**config.mk**
```make
export PLATFORM = sky130hd
export DESIGN_NAME = seq_mult_shift_add
export DESIGN_NICKNAME = d
export VERILOG_FILES = /design/src/rtl/seq_mult_shift_add.sv
export SDC_FILE = /design/constraint.sdc
export NUM_CORES = 1
export LEC_CHECK = 0
export BUFFER_PORTS_ARGS = -buffer_cell sky130_fd_sc_hd__buf_2
export CAP_MARGIN = 20
export CORE_ASPECT_RATIO = 0.5
export CORE_MARGIN = 2
export CORE_UTILIZATION = 40
export CTS_CLUSTER_DIAMETER = 120
export CTS_CLUSTER_SIZE = 14
export DETAILED_ROUTE_END_ITERATION = 16
export PLACE_DENSITY_LB_ADDON = 0.1
export SYNTH_ARGS = -nofsm -noshare
export SYNTH_HDL_FRONTEND = slang
export SYNTH_SLANG_ARGS = --single-unit
export TNS_END_PERCENT = 1
```
**constraint.sdc**
```tcl
create_clock -name clk -period 2.25 [get_ports clk]
set_input_delay 0.45 -clock clk [delete_from_list [all_inputs] [get_ports clk]]
set_output_delay 0.45 -clock clk [all_outputs]
set_load 0.005 [all_outputs]
```
**src/rtl/seq_mult_shift_add.sv**
```systemverilog
// seq_mult_shift_add
//   Sequential shift-add multiplier. One multiplier bit is consumed per
//   clock. Signed operands are converted to magnitudes on acceptance.
//   The sign of the result is reapplied when the result is written.
//
// Parameters:
//   WIDTH  operand width (>= 2); the product is 2*WIDTH bits wide.
//
// Ports:
//   clk    rising-edge clock
//   rst    asynchronous active-high reset; aborts any operation
//   start  request; sampled only while busy is low
//   sgn    1 = signed two's complement, 0 = unsigned (sampled with start)
//   mcd    multiplicand (sampled with start)
//   mlt    multiplier (sampled with start)
//   busy   high from the accept edge until the result edge
//   done   one-cycle pulse when prod is updated
//   prod   registered product, held until the next result
module seq_mult_shift_add #(
  parameter int WIDTH = 8
) (
  input  logic               clk,
  input  logic               rst,
  input  logic               start,
  input  logic               sgn,
  input  logic [WIDTH-1:0]   mcd,
  input  logic [WIDTH-1:0]   mlt,
  output logic               busy,
  output logic               done,
  output logic [2*WIDTH-1:0] prod
);

  localparam int CW = $clog2(WIDTH + 1);

  typedef enum logic [1:0] {IDLE, RUN, FINISH} state_t;

  state_t             state_reg, state_next;
  logic [WIDTH:0]     acc_reg, acc_next;
  logic [WIDTH-1:0]   shreg_reg, shreg_next;
  logic [WIDTH-1:0]   mcd_mag_reg, mcd_mag_next;
  logic               neg_reg, neg_next;
  logic [CW-1:0]      count_reg, count_next;
  logic               busy_reg, busy_next;
  logic               done_reg, done_next;
  logic [2*WIDTH-1:0] prod_reg, prod_next;

  logic [WIDTH:0]     sum;
  logic [2*WIDTH-1:0] raw;

  always_ff @(posedge clk or posedge rst) begin
    if (rst) begin
      state_reg   <= IDLE;
      acc_reg     <= '0;
      shreg_reg   <= '0;
      mcd_mag_reg <= '0;
      neg_reg     <= 1'b0;
      count_reg   <= '0;
      busy_reg    <= 1'b0;
      done_reg    <= 1'b0;
      prod_reg    <= '0;
    end else begin
      state_reg   <= state_next;
      acc_reg     <= acc_next;
      shreg_reg   <= shreg_next;
      mcd_mag_reg <= mcd_mag_next;
      neg_reg     <= neg_next;
      count_reg   <= count_next;
      busy_reg    <= busy_next;
      done_reg    <= done_next;
      prod_reg    <= prod_next;
    end
  end

  always_comb begin
    state_next   = state_reg;
    acc_next     = acc_reg;
    shreg_next   = shreg_reg;
    mcd_mag_next = mcd_mag_reg;
    neg_next     = neg_reg;
    count_next   = count_reg;
    busy_next    = busy_reg;
    done_next    = 1'b0;
    prod_next    = prod_reg;
    sum          = '0;
    raw          = '0;

    case (state_reg)
      IDLE: begin
        if (start) begin
          // In signed mode the operands become magnitudes. -2^(W-1) negates
          // to the same bit pattern, and that pattern read as unsigned is
          // the correct magnitude.
          neg_next     = sgn & (mcd[WIDTH-1] ^ mlt[WIDTH-1]);
          mcd_mag_next = (sgn && mcd[WIDTH-1]) ? -mcd : mcd;
          shreg_next   = (sgn && mlt[WIDTH-1]) ? -mlt : mlt;
          acc_next     = '0;
          count_next   = '0;
          busy_next    = 1'b1;
          state_next   = RUN;
        end
      end

      RUN: begin
        sum = acc_reg + {1'b0, (shreg_reg[0] ? mcd_mag_reg : {WIDTH{1'b0}})};
        // Shift the accumulator and the multiplier right together as one
        // wide register. The product bits fill shreg from the top.
        {acc_next, shreg_next} = {sum, shreg_reg} >> 1;
        count_next = count_reg + CW'(1);
        if (count_reg == CW'(WIDTH - 1)) begin
          state_next = FINISH;
        end
      end

      FINISH: begin
        raw        = {acc_reg[WIDTH-1:0], shreg_reg};
        prod_next  = neg_reg ? -raw : raw;
        done_next  = 1'b1;
        busy_next  = 1'b0;
        state_next = IDLE;
      end

      default: begin
        state_next = IDLE;
      end
    endcase
  end

  assign busy = busy_reg;
  assign done = done_reg;
  assign prod = prod_reg;

endmodule

```
After elaboration in Yosys (flattened, before gate mapping)
Cells that the tools add are included.
{"block": "totals", "reg_bits": 50, "word_cells": 46}
{"block": "op_classes", "addsub": 5, "n_eq_ne": 5, "muxes": 16, "bitwise_logic": 2, "n_reduce_logical": 9}
{"cell": "$mux 8", "count": 4}
{"cell": "$pmux 9 s2", "count": 1}
{"cell": "$mux 16", "count": 1}
{"cell": "$neg 16->16", "count": 1}
{"cell": "$neg 8->8", "count": 2}
{"cell": "$pmux 8 s2", "count": 1}
{"cell": "$add 9x8->9", "count": 1}
{"cell": "$mux 9", "count": 1}
{"cell": "$pmux 4 s2", "count": 1}
{"cell": "$reduce_and 2->1", "count": 4}
{"cell": "$add 4x1->4 const B", "count": 1}
{"cell": "$eq 4x3->1 const B", "count": 1}
{"cell": "$mux 2", "count": 2}
{"cell": "$mux 4", "count": 1}
{"cell": "$ne 2x2->1 const B", "count": 2}
{"cell": "$pmux 2 s2", "count": 1}
{"cell": "$reduce_bool 2->1", "count": 2}
{"cell": "$eq 2x1->1 const B", "count": 1}
{"cell": "$eq 2x2->1 const B", "count": 1}
{"cell": "$logic_and 1x1->1", "count": 2}
{"cell": "$logic_not 2->1", "count": 1}
{"cell": "$mux 1", "count": 2}
{"cell": "$pmux 1 s2", "count": 1}
{"cell": "$and 1x1->1", "count": 1}
{"cell": "$xor 1x1->1", "count": 1}

Depth between registers and ports, before layout
Gate-level depths: netlist of the first run.
{"block": "logic_depth", "ltp_word": 4, "mapped_depth": 9, "depth_no_buf": 8}

Worst setup path after synthesis of the first run
OpenSTA, ideal clock, no wires.
{"block": "synth_timing", "kind": "flip-flop to flip-flop", "from": "register shreg_reg[0]", "to": "register acc_reg[5]", "setup_time_ns": 0.135, "arrival_ns": 2.149, "required_ns": 2.115, "setup_slack_ns": -0.034, "path_stages_with_launch": 10, "path_buffers": 1, "cell_sequence": "dfrtp_1 > clkbuf_1 > and2_1 > ha_1 > fa_1 > a21o_1 > a311o_1 > a21oi_1 > xor2_1 > o21ai_0"}
{"block": "synth_via", "elab_chain_len": 3}
{"element": "start, declared", "line_no": "39", "text": "logic [WIDTH-1:0] shreg_reg, shreg_next;"}
{"element": "start signal, assigned", "line_no": "64", "text": "shreg_reg <= shreg_next;"}
{"element": "$mux 8", "line_no": "104", "text": "sum = acc_reg + {1'b0, (shreg_reg[0] ? mcd_mag_reg : {WIDTH{1'b0}})};"}
{"element": "$add 9x8->9", "line_no": "104"}
{"element": "$pmux 9 s2", "line_no": "87", "text": "case (state_reg)"}
{"element": "end signal, assigned", "line_no": "63", "text": "acc_reg <= acc_next;"}
{"element": "end, declared", "line_no": "38", "text": "logic [WIDTH:0] acc_reg, acc_next;"}
No other way between the ends.
A chain may end at the register's enable or synchronous reset.

Worst setup path in the final report of the first run
Ends and elaborated chain as after synthesis.

==> results.md, run 1 <==
* F_max at 0.467 GHz
* GRT Overall Usage at 17.0%
* Final setup violation count at 0
* Max Slew Vio Count at 0
* DRT iter0 DRCs at 115
* CTS sink count at 49
* Reg clk slew, reported paths at 0.06 ns
* Die H at 62.6 um
* Cell area after synthesis at 0.00275 mm2
* Pin count of the biggest net entering global routing at 50
* ANT cells at 0
* Die footprint at 0.00759 mm2
* Vias in the first global route at 2053
* Asr flop ratio synth at 100%
* Outcome: finished, final reports clean
* Starting Density at 41.2%
* Final WL at 6060 um
* IO Pins at 38
* Clock root cell: clkbuf_16
* Share of layout cells above drive strength 1 at 18.4%
* Nets at 381
* Post-DRT Antenna Nets at 0
* Total number of vias at 2212
* Initial antenna violation count at 0
* Kind of critical path: register to register
* Worst min path class: input port to asynchronous set/reset pin
* Worst vdd ir at 383 uV
* Cell taking the most area after synthesis: dfrtp_1
* P&R area growth vs syn at 18.9%
* Die Wd at 121 um
* H-tree Lvls at 2
* Count of state elements after synthesis at 49
* Dpl hpwl at 4660 um
* RSZ-0062 raised after global routing: no
* Hold Slack at 0.199 ns
* Total negative slack at 0 ns
* Max FFs per register at 16
* Delay-heaviest family, CP: compound AO/OA/AOI/OAI gates
* Layout Utilization at 49.0%
* Maxcap violations at 0
* Post-synth EDFFs at 0
* DRC errors left at 0
* Sequential share of power at 39.1%
* Ys flop type: dfrtp_1
* Most common cell after layout, fill and taps aside: dfrtp_1
* Cts hold-fix bufs at 0
* Leakage at 1.53 nW
* Power Dens Cells at 1320 mW/mm2
* Critical path buffers and inverters at 0
* Worst Max-Slew Pin Slew at 0.684 ns
* Final worst clock skew at 0.00443 ns
* Synth top area cells: dfrtp_1 45%, o21ai_0 8.7%, xor2_1 6.4%, nand2_1 6.1%, ha_1 5.5%
* Crit path required time at 2.40 ns
* CTS max path bufs at 2
* Final hold viol count at 0
* Gr ovfl total at 0
* First-pass GRT wire length at 10100 um
* CP endpoint kind: register
* Sw frac at 39.7%
* CP Launch Type: register
* Slew HR at 54.4%
* Net Switching at 1.71 mW
* CP peak stage delay at 0.40 ns
* 1st-pass router iterations at 4
* Syn nets at 336
* Fin crit period at 2.14 ns
* # rows at 21
* Post-synth top area share at 44.6%
* Seq/Total Area, Yosys at 44.6%
* CTS tree: yes
* CTS buffer count at 5
* Clock insertion delay at the later pin of the skew report at 0.29 ns
* WP data arrival at 2.29 ns
* CP cell instances: and2_1, ha_2, fa_2, a21o_1, a311o_1, a21oi_2, xor2_1, o21ai_1
* Core Region at 0.00667 mm2
* Post-Synthesis Cells at 303
* Fin crit share at 95.1%
* Combinational Power Share at 43.6%
* Int Pwr at 2.60 mW
* DR WL/cell at 13.8 um
* Port Buf Inserts at 37
* Average cell area after synthesis at 9.08 um2
* Most frequent cells in the layout: 49 x dfrtp_1, 47 x o21ai_0, 45 x nand2_1, 37 x buf_2, 20 x xor2_1
* Via density at 5.03
* Clock power frac at 17.3%
* Crit-path slowest cell: dfrtp_1
* Final GP Congestion at 0.891
* Crit path max fanout at 4
* Cell variety after synth at 35
* Synth warn at 0
-- cells by family (layout without fill, tap and decap cells) --
logic type	count (synthesis)	after routing	synth area share (%)
AND/OR/NAND/NOR	103	103	17.7
AO/OA/AOI/OAI	83	83	17.8
flip-flops	49	49	44.6
XOR/XNOR	30	30	9.55
buffers and inverters	22	67	3.00
adder cells (fa/ha/maj)	13	13	6.19
multiplexers	3	3	1.09
-- worst reg2reg max path, cell delays in order (launching register included) --
cell and delay (ns):
dfrtp_1 0.40, and2_1 0.15, ha_2 0.18, fa_2 0.36, a21o_1 0.20, a311o_1 0.32, a21oi_2 0.16, xor2_1 0.15
o21ai_1 0.07
-- per-stage QoR --
step / instance area, um2 / power [mW] / worst slack (ns) / cells
after floorplan: 2760 / 2.91 / 0.00310 / 303
after global placement: 3110 / 3.54 / 0.0382 / 431
after detailed placement: 3110 / 3.59 / -0.00204 / 431
after CTS: 3250 / 4.35 / 0.0432 / 438
after global routing: 3270 / 4.72 / 0.00803 / 440
final: 3270 / 4.32 / 0.110 / 440
-- routing by layer --
layer	wire length (um)	track usage, %	share of wire, %	vias up
met3	394	3.56	6.5	8
li1	-	-	-	1139
met2	2540	25.7	42	46
met5	0	0	0	-
met1	3060	24.9	51	1019
met4	61	4.31	1.0	0
-- cells in the mapped netlist (2+ instances only) --
| cell | number |
|---|---|
| xnor2_1 | 10 |
| o31ai_1 | 5 |
| nor2_1 | 15 |
| mux2i_1 | 3 |
| or3_1 | 3 |
| o41ai_1 | 3 |
| nand3_1 | 11 |
| a21oi_1 | 8 |
| and2_1 | 9 |
| clkbuf_1 | 13 |
| or4_4 | 2 |
| dfrtp_1 | 49 |
| nand2_1 | 45 |
| a21o_1 | 2 |
| a22oi_1 | 7 |
| nand2b_1 | 6 |
| a211oi_1 | 2 |
| xor2_1 | 20 |
| nor2b_1 | 4 |
| a31oi_1 | 2 |
| nor3_1 | 4 |
| o21ai_0 | 48 |
| ha_1 | 12 |
| inv_1 | 9 |
-- worst paths after layout --
path	cells after the start	end	from	slack, ns
max in group asynchronous	3	shreg_reg[0]$_DFFE_PP0P_	rst	1.83
setup reg to reg	8	acc_reg[5]$_DFFE_PP0P_	shreg_reg[0]$_DFFE_PP0P_	0.11
setup / recovery	8	acc_reg[5]$_DFFE_PP0P_	shreg_reg[0]$_DFFE_PP0P_	0.11
min in group clk	3	mcd_mag_reg[7]$_DFFE_PP0P_	mcd[7]	0.44
hold / removal	3	prod[9]$_DFFE_PP0P_	rst	0.20
hold reg to reg	2	prod[6]$_DFFE_PP0P_	prod[6]$_DFFE_PP0P_	0.48
-- cell type report --
class | count | area (um2)
well taps | 92 | 115
inverters | 9 | 33.8
fillers | 670 | 3400
repair buffers | 51 | 303
flip-flops and latches | 49 | 1230
multi-input cells | 232 | 1450
clock buffers | 7 | 143
-- power by group through the flow --
stage	Combinational, mW	Clock [mW]	Sequential [mW]
3_5_place_dp	1.88	0	1.71
3_3_place_gp	1.86	0	1.68
4_1_cts	1.89	0.767	1.69
5_1_grt	2.16	0.808	1.76
2_1_floorplan	1.32	0	1.59
6_report	1.88	0.747	1.69
-- repair_timing --
item / in CTS / in global routing
hold endpoints to repair: 0 / 0
gates cloned: 0 / 0
buffers inserted: 0 / 2
pin swaps: 0 / 5
setup endpoints to repair: 1 / 1
resized for setup: 1 / 2
Note: power is estimated with default switching activity, not from simulation.
==> run 2: changes to the inputs <==
ABC_AREA = 1   (was default)
CTS_BUF_LIST = sky130_fd_sc_hd__clkbuf_4   (was default)
clock period = 2 ns   (was 2.25 ns; I/O delays follow)
==> results.md, run 2 <==
* Outcome: finished, final reports clean (unchanged)
* Die Wd at 126 um (was 121 um)
* Worst-case reg-to-reg path depth at 10 (was 8)
* Most common cell after layout, fill and taps aside: nand2_1 (was dfrtp_1)
* Syn nets at 419 (was 336)
* Reg2Reg Setup Slack at 0.20 ns (was 0.11 ns)
* Fin crit period at 1.80 ns (was 2.14 ns)
* Die H at 65.0 um (was 62.6 um)
* Slew HR at 58.2% (was 54.4%)
* Vias in the first global route at 2506 (was 2053)
* DP Cell Count at 515 (was 431)
* Crit path required time at 2.29 ns (was 2.40 ns)
* Final WL at 7150 um (was 6060 um)
* First-pass GRT wire length at 12300 um (was 10100 um)
* # rows at 22 (was 21)
* Die footprint at 0.00818 mm2 (was 0.00759 mm2)
* Maxcap violations at 0 (unchanged)
* CTS max path bufs at 2 (unchanged)
* Footprint of the flip-flops and latches at 0.00123 mm2 (unchanged)
* Reg clk slew, reported paths at 0.15 ns (was 0.06 ns)
* Worst vdd ir at 453 uV (was 383 uV)
* Count of state elements after synthesis at 49 (unchanged)
* Max Slew Vio Count at 0 (unchanged)
* CP endpoint kind: register (unchanged)
* Fin crit share at 90.1% (was 95.1%)
* CTS buffer count at 5 (unchanged)
* Clock insertion delay at the later pin of the skew report at 0.38 ns (was 0.29 ns)
* Leakage at 1.72 nW (was 1.53 nW)
* Fin cells at 524 (was 440)
* Sequential share of power at 37.1% (was 39.1%)
* Post-synth top area share at 41.2% (was 44.6%)
* Cell variety after synth at 31 (was 35)
* CTS sink count at 49 (unchanged)
* Combinational Power Share at 50.8% (was 43.6%)
* Synth warn at 0 (unchanged)
* Post-DRT Antenna Nets at 0 (unchanged)
* 1st-pass router iterations at 4 (unchanged)
* Pin count of the biggest net entering global routing at 50 (unchanged)
* P&R area growth vs syn at 12.2% (was 18.9%)
* Nets at 460 (was 381)
* Final hold viol count at 0 (unchanged)
* Worst R2R Start: shreg_reg[0]$_DFFE_PP0P_ (unchanged)
* Fillers at 749 (was 670)
* Asr flop ratio synth at 100% (unchanged)
* Core Region at 0.00727 mm2 (was 0.00667 mm2)
* Worst min path class: input port to asynchronous set/reset pin (unchanged)
* Int Pwr at 2.70 mW (was 2.60 mW)
* Final setup violation count at 0 (unchanged)
* Gr ovfl total at 0 (unchanged)
* Via density at 5.03 (about the same)
* Total negative slack at 0 ns (unchanged)
* H-tree Lvls at 2 (unchanged)
* Total number of vias at 2638 (was 2212)
* Clock power frac at 12.0% (was 17.3%)
* CTS tree: yes (unchanged)
* GRT Overall Usage at 18.9% (was 17.0%)
* ANT cells at 0 (unchanged)
* Area of the multi-input gates at 0.00149 mm2 (was 0.00145 mm2)
* Share of layout cells above drive strength 1 at 18.7% (was 18.4%)
* Final worst clock skew at 0.00748 ns (was 0.00443 ns)
* Clock root cell: clkbuf_4 (was clkbuf_16)
* Starting Density at 40.9% (was 41.2%)
* Max FFs per register at 16 (unchanged)
* Port Buf Inserts at 37 (unchanged)
* Initial antenna violation count at 0 (unchanged)
* Post-synth EDFFs at 0 (unchanged)
* Ys flop type: dfrtp_1 (unchanged)
* Net Switching at 2.25 mW (was 1.71 mW)
* Cell area after synthesis at 0.00297 mm2 (was 0.00275 mm2)
* DR WL/cell at 13.6 um (was 13.8 um)
* Final GP Congestion at 0.836 (was 0.891)
* Average cell area after synthesis at 7.70 um2 (was 9.08 um2)
* Post-Synthesis Cells at 386 (was 303)
* CP Launch Type: register (unchanged)
* Most frequent cells in the layout: 95 x nand2_1, 49 x dfrtp_1, 38 x inv_1, 37 x buf_2, 35 x nand3_1 (was 49 x dfrtp_1, 47 x o21ai_0, 45 x nand2_1, 37 x buf_2, 20 x xor2_1)
* Cell taking the most area after synthesis: dfrtp_1 (unchanged)
* Power Dens Cells at 1490 mW/mm2 (was 1320 mW/mm2)
* WP data arrival at 2.09 ns (was 2.29 ns)
* Sw frac at 45.5% (was 39.7%)
* Count leader, synth: nand2_1 (was dfrtp_1)
* Synth top area cells: dfrtp_1 41%, nand2_1 12%, nand3_1 6.2%, ha_1 5.1%, inv_1 4.9% (was dfrtp_1 45%, o21ai_0 8.7%, xor2_1 6.4%, nand2_1 6.1%, ha_1 5.5%)
* Crit path max fanout at 7 (was 4)
* RSZ-0062 raised after global routing: no (unchanged)
* Kind of critical path: register to register (unchanged)
* F_max at 0.555 GHz (was 0.467 GHz)
* IO Pins at 38 (unchanged)
* Worst R2R End: acc_reg[7]$_DFFE_PP0P_ (was acc_reg[5]$_DFFE_PP0P_)
* DRC errors left at 0 (unchanged)
* DRT iter0 DRCs at 140 (was 115)
* Worst Max-Slew Pin Slew at 0.626 ns (was 0.684 ns)
* List of most frequent post-synthesis cells: 95 x nand2_1, 49 x dfrtp_1, 39 x inv_1 (was 49 x dfrtp_1, 48 x o21ai_0, 45 x nand2_1)
* Dpl hpwl at 5460 um (was 4660 um)
* Seq/Total Area, Yosys at 41.2% (was 44.6%)
==> run 2: kinds of logic (layout without fill, tap and decap cells) <==
kind of cell             Yosys count  in the layout  share of synthesized area [%]
buffers and inverters             59            101                           9.01
adder cells (fa/ha/maj)           13             13                           5.72
flip-flops                        49             49                           41.2
AND/OR/NAND/NOR                  183            183                           27.1
XOR/XNOR                          14             14                           4.12
AO/OA/AOI/OAI                     68             68                           12.8
==> run 2: area by class of cell <==
cell class / count / area share (%)
well taps: 96 / 3.60
clock inverters: 3 / 1.24
repair buffers: 44 / 7.13
inverters: 49 / 5.51
flip-flops and latches: 49 / 36.8
clock buffers: 5 / 1.13
multi-input cells: 278 / 44.6
==> run 2: worst max path at each step <==
stage	from	end	slack (ns)	cells past startpoint
2_1_floorplan	shreg_reg[0]$_DFFE_PP0P_	acc_reg[7]$_DFFE_PP0P_	0.23	11
3_3_place_gp	shreg_reg[0]$_DFFE_PP0P_	acc_reg[7]$_DFFE_PP0P_	0.21	10
3_5_place_dp	shreg_reg[0]$_DFFE_PP0P_	acc_reg[7]$_DFFE_PP0P_	0.15	10
4_1_cts	shreg_reg[0]$_DFFE_PP0P_	acc_reg[7]$_DFFE_PP0P_	0.14	10
5_1_grt	shreg_reg[0]$_DFFE_PP0P_	acc_reg[7]$_DFFE_PP0P_	0.02	10
6_report	shreg_reg[0]$_DFFE_PP0P_	acc_reg[7]$_DFFE_PP0P_	0.20	10
==> run 2: metrics by stage <==
| stage | power (mW) | hold slack (ns) | utilization [%] | setup WS [ns] | cell area, um2 |
|---|---|---|---|---|---|
| finish | 4.95 | 0.149 | 45.9 | 0.197 | 3340 |
| global placement | 4.30 | 0.450 | 44.6 | 0.208 | 3240 |
| detailed placement | 4.36 | 0.462 | 44.6 | 0.153 | 3240 |
| CTS | 4.96 | 0.162 | 45.7 | 0.138 | 3320 |
| floorplan | 3.66 | 0.449 | - | 0.226 | 2970 |
| global route | 5.48 | 0.187 | 45.9 | 0.0245 | 3340 |
==> run 2: timing repair <==
action,4_1_cts,5_1_grt
gates resized for setup,0,2
hold endpoints to repair,0,0
buffers inserted,0,1
hold buffers,0,0
endpoints found under the setup margin,0,1
==> run 2: power by group through the flow <==
stage	sequential (mW)	clock, mW	combinational, mW
5_1_grt	1.90	0.661	2.92
3_3_place_gp	1.85	0	2.45
3_5_place_dp	1.86	0	2.50
4_1_cts	1.84	0.616	2.51
2_1_floorplan	1.77	0	1.89
6_report	1.84	0.596	2.52
==> run 2: routing by layer <==
| metal | GRT usage [%] | vias up | routed length, um | share of wire [%] |
|---|---|---|---|---|
| li1 | - | 1358 | - | - |
| met1 | 28.2 | 1204 | 3880 | 54 |
| met2 | 27.9 | 68 | 2770 | 39 |
| met3 | 4.71 | 8 | 432 | 6.0 |
| met4 | 3.30 | 0 | 57 | 0.80 |
| met5 | 0 | - | 0 | 0 |
==> run 2: critical path: stages, from the launching register on <==
cell and delay, ns:
dfrtp_1 0.44, buf_4 0.17, nand2_1 0.06, inv_1 0.07, fa_1 0.43, nand3_1 0.10
nand3_2 0.09, nand3_2 0.09, nor2_1 0.04, o21ai_0 0.13, o21ai_0 0.09
==> run 3: changes to the inputs <==
ABC_AREA = default   (was 1)
==> results.md, run 3 (synthesized netlist as in run 1, its figures left out) <==
* Total number of vias at 2250 (was 2638)
* CP peak stage delay at 0.43 ns (was 0.44 ns)
* Setup WS post-layout at -0.0254 ns (was 0.197 ns)
* Die footprint at 0.00759 mm2 (was 0.00818 mm2)
* Dpl hpwl at 4650 um (was 5460 um)
* Worst setup path startpoint: shreg_reg[0]$_DFFE_PP0P_ (unchanged)
* Fin cells at 451 (was 524)
* Fin crit share at 101% (was 90.1%)
* DR WL/cell at 13.5 um (was 13.6 um)
* DRC errors left at 0 (unchanged)
* Worst Max-Slew Pin Slew at 0.726 ns (was 0.626 ns)
* CTS buffer count at 5 (unchanged)
* Final GP Congestion at 0.854 (was 0.836)
* Crit-path slowest cell: dfrtp_1 (unchanged)
* Vias in the first global route at 2186 (was 2506)
* Int Pwr at 2.75 mW (was 2.70 mW)
* Initial antenna violation count at 0 (unchanged)
* Clock root cell: clkbuf_4 (unchanged)
* CTS max path bufs at 2 (unchanged)
* WL met1 at 3240 um (was 3880 um)
* Failing checks: negative setup slack
* Most frequent cells in the layout: 49 x dfrtp_1, 45 x nand2_1, 43 x o21ai_0, 37 x buf_2, 24 x buf_4 (was 95 x nand2_1, 49 x dfrtp_1, 38 x inv_1, 37 x buf_2, 35 x nand3_1)
* Pre-CTS WS at -0.118 ns (was 0.153 ns)
* Highest routed layer: met4 (unchanged)
* Sequential share of power at 39.3% (was 37.1%)
* Leakage at 1.55 nW (was 1.72 nW)
* Sw frac at 42.0% (was 45.5%)
* Fin crit period at 2.03 ns (was 1.80 ns)
* First-pass GRT wire length at 10600 um (was 12300 um)
* Worst R2R Start: shreg_reg[0]$_DFFE_PP0P_ (unchanged)
* Max FFs per register at 16 (unchanged)
* Die Wd at 121 um (was 126 um)
* H-tree Lvls at 2 (unchanged)
* Nets at 391 (was 460)
* Final setup violation count at 2 (was 0)
* WP data arrival at 2.28 ns (was 2.09 ns)
* IO Pins at 38 (unchanged)
* Critical path buffers and inverters at 0 (was 2)
* CP cell instances: and2_4, ha_2, fa_2, a21o_1, a311o_1, a21oi_2, xor2_1, o21ai_1 (was buf_4, nand2_1, inv_1, fa_1, nand3_1, nand3_2, nand3_2, nor2_1, o21ai_0, o21ai_0)
* Crit path required time at 2.25 ns (was 2.29 ns)
* Post-DRT Antenna Nets at 0 (unchanged)
* Final hold viol count at 0 (unchanged)
* Gr ovfl total at 0 (unchanged)
* CTS tree: yes (unchanged)
* Worst min path class: input port to asynchronous set/reset pin (unchanged)
* ANT cells at 0 (unchanged)
* Power Dens Cells at 1430 mW/mm2 (was 1490 mW/mm2)
* CTS sink count at 49 (unchanged)
* P&R area growth vs syn at 20.2% (was 12.2%)
* Net Switching at 1.99 mW (was 2.25 mW)
* F_max at 0.494 GHz (was 0.555 GHz)
* Via density at 4.99 (was 5.03)
* Most common cell after layout, fill and taps aside: dfrtp_1 (was nand2_1)
* DRT iter0 DRCs at 121 (was 140)
* Max Slew Vio Count at 0 (unchanged)
* Worst vdd ir at 371 uV (was 453 uV)
* Final worst clock skew at 0.00499 ns (was 0.00748 ns)
* Reg clk slew, reported paths at 0.14 ns (was 0.15 ns)
* DP Cell Count at 442 (was 515)
* Core Region at 0.00667 mm2 (was 0.00727 mm2)
* # rows at 21 (was 22)
* Outcome: finished, violations left (was finished, final reports clean)
* Die H at 62.6 um (was 65.0 um)
* Slew HR at 51.6% (was 58.2%)
* Delay-heaviest family, CP: compound AO/OA/AOI/OAI gates (was flip-flops)
* Crit path max fanout at 4 (was 7)
* 1st-pass router iterations at 4 (unchanged)
* Kind of critical path: register to register (unchanged)
* CP Launch Type: register (unchanged)
* Clock power frac at 9.6% (was 12.0%)
* Layout Utilization at 49.5% (was 45.9%)
* Port Buf Inserts at 37 (unchanged)
* Maxcap violations at 0 (unchanged)
* Starting Density at 41.2% (was 40.9%)
* Combinational Power Share at 51.1% (was 50.8%)
* Metal3 WL at 240 um (was 432 um)
* Final WL at 6110 um (was 7150 um)
* Share of layout cells above drive strength 1 at 24.2% (was 18.7%)
* Wire length on met2 at 2550 um (was 2770 um)
* GRT Overall Usage at 17.7% (was 18.9%)
* Pin count of the biggest net entering global routing at 50 (unchanged)
* Clock insertion delay at the later pin of the skew report at 0.37 ns (was 0.38 ns)
* RSZ-0062 raised after global routing: yes (was no)
* CP endpoint kind: register (unchanged)
==> run 3: worst register-to-register path: stages, from the launching register on <==
cell and delay, ns:
dfrtp_1 0.43, and2_4 0.15, ha_2 0.17, fa_2 0.34, a21o_1 0.17, a311o_1 0.27
a21oi_2 0.15, xor2_1 0.15, o21ai_1 0.06
==> run 3: metrics by stage <==
step	TNS [ns]	hold WS, ns	instance area, um2	total power, mW
3_5_place_dp	-0.163	0.459	3180	4.19
3_3_place_gp	-0.149	0.461	3180	4.12
5_1_grt	-0.527	0.201	3310	5.24
6_report	-0.0364	0.152	3310	4.74
2_1_floorplan	-0.238	0.438	2760	3.28
4_1_cts	-0.0932	0.177	3260	4.69
==> run 3: routing by layer <==
metal	global-route usage, %	vias to the layer above
li1	-	1163
met1	25.9	1037
met2	26.8	42
met3	3.28	8
met4	5.17	0
met5	0	-
==> run 3: power by group through the flow <==
| stage | Sequential [mW] | Clock, mW | Combinational [mW] |
|---|---|---|---|
| floorplan | 1.79 | 0 | 1.48 |
| global placement | 1.84 | 0 | 2.28 |
| detailed placement | 1.87 | 0 | 2.32 |
| CTS | 1.85 | 0.479 | 2.36 |
| global route | 1.94 | 0.530 | 2.76 |
| finish | 1.86 | 0.455 | 2.42 |
==> run 3: worst paths after layout <==
path	endpoint	slack, ns	depth (start not counted)
setup / recovery	acc_reg[5]$_DFFE_PP0P_	-0.03	8
hold / removal	prod[8]$_DFFE_PP0P_	0.15	3
setup reg to reg	acc_reg[5]$_DFFE_PP0P_	-0.03	8
hold reg to reg	mcd_mag_reg[6]$_DFFE_PP0P_	0.49	2
max in group asynchronous	mcd_mag_reg[4]$_DFFE_PP0P_	1.43	3
min in group clk	shreg_reg[7]$_DFFE_PP0P_	0.28	3
==> run 3: repair_timing <==
| item | in CTS | in global routing |
|---|---|---|
| pin swaps | 2 | 4 |
| resized for setup | 3 | 13 |
| setup endpoints to repair | 5 | 10 |
| buffers inserted | 1 | 0 |
| hold buffers | 0 | 0 |
==> run 3: area by class of cell <==
class                   instances  area (um2)
clock inverters                 3        17.5
multi-input cells             232        1510
well taps                      92         115
fillers                       662        3370
flip-flops and latches         49        1230
clock buffers                   5        37.5
repair buffers                 61         365
inverters                       9        33.8
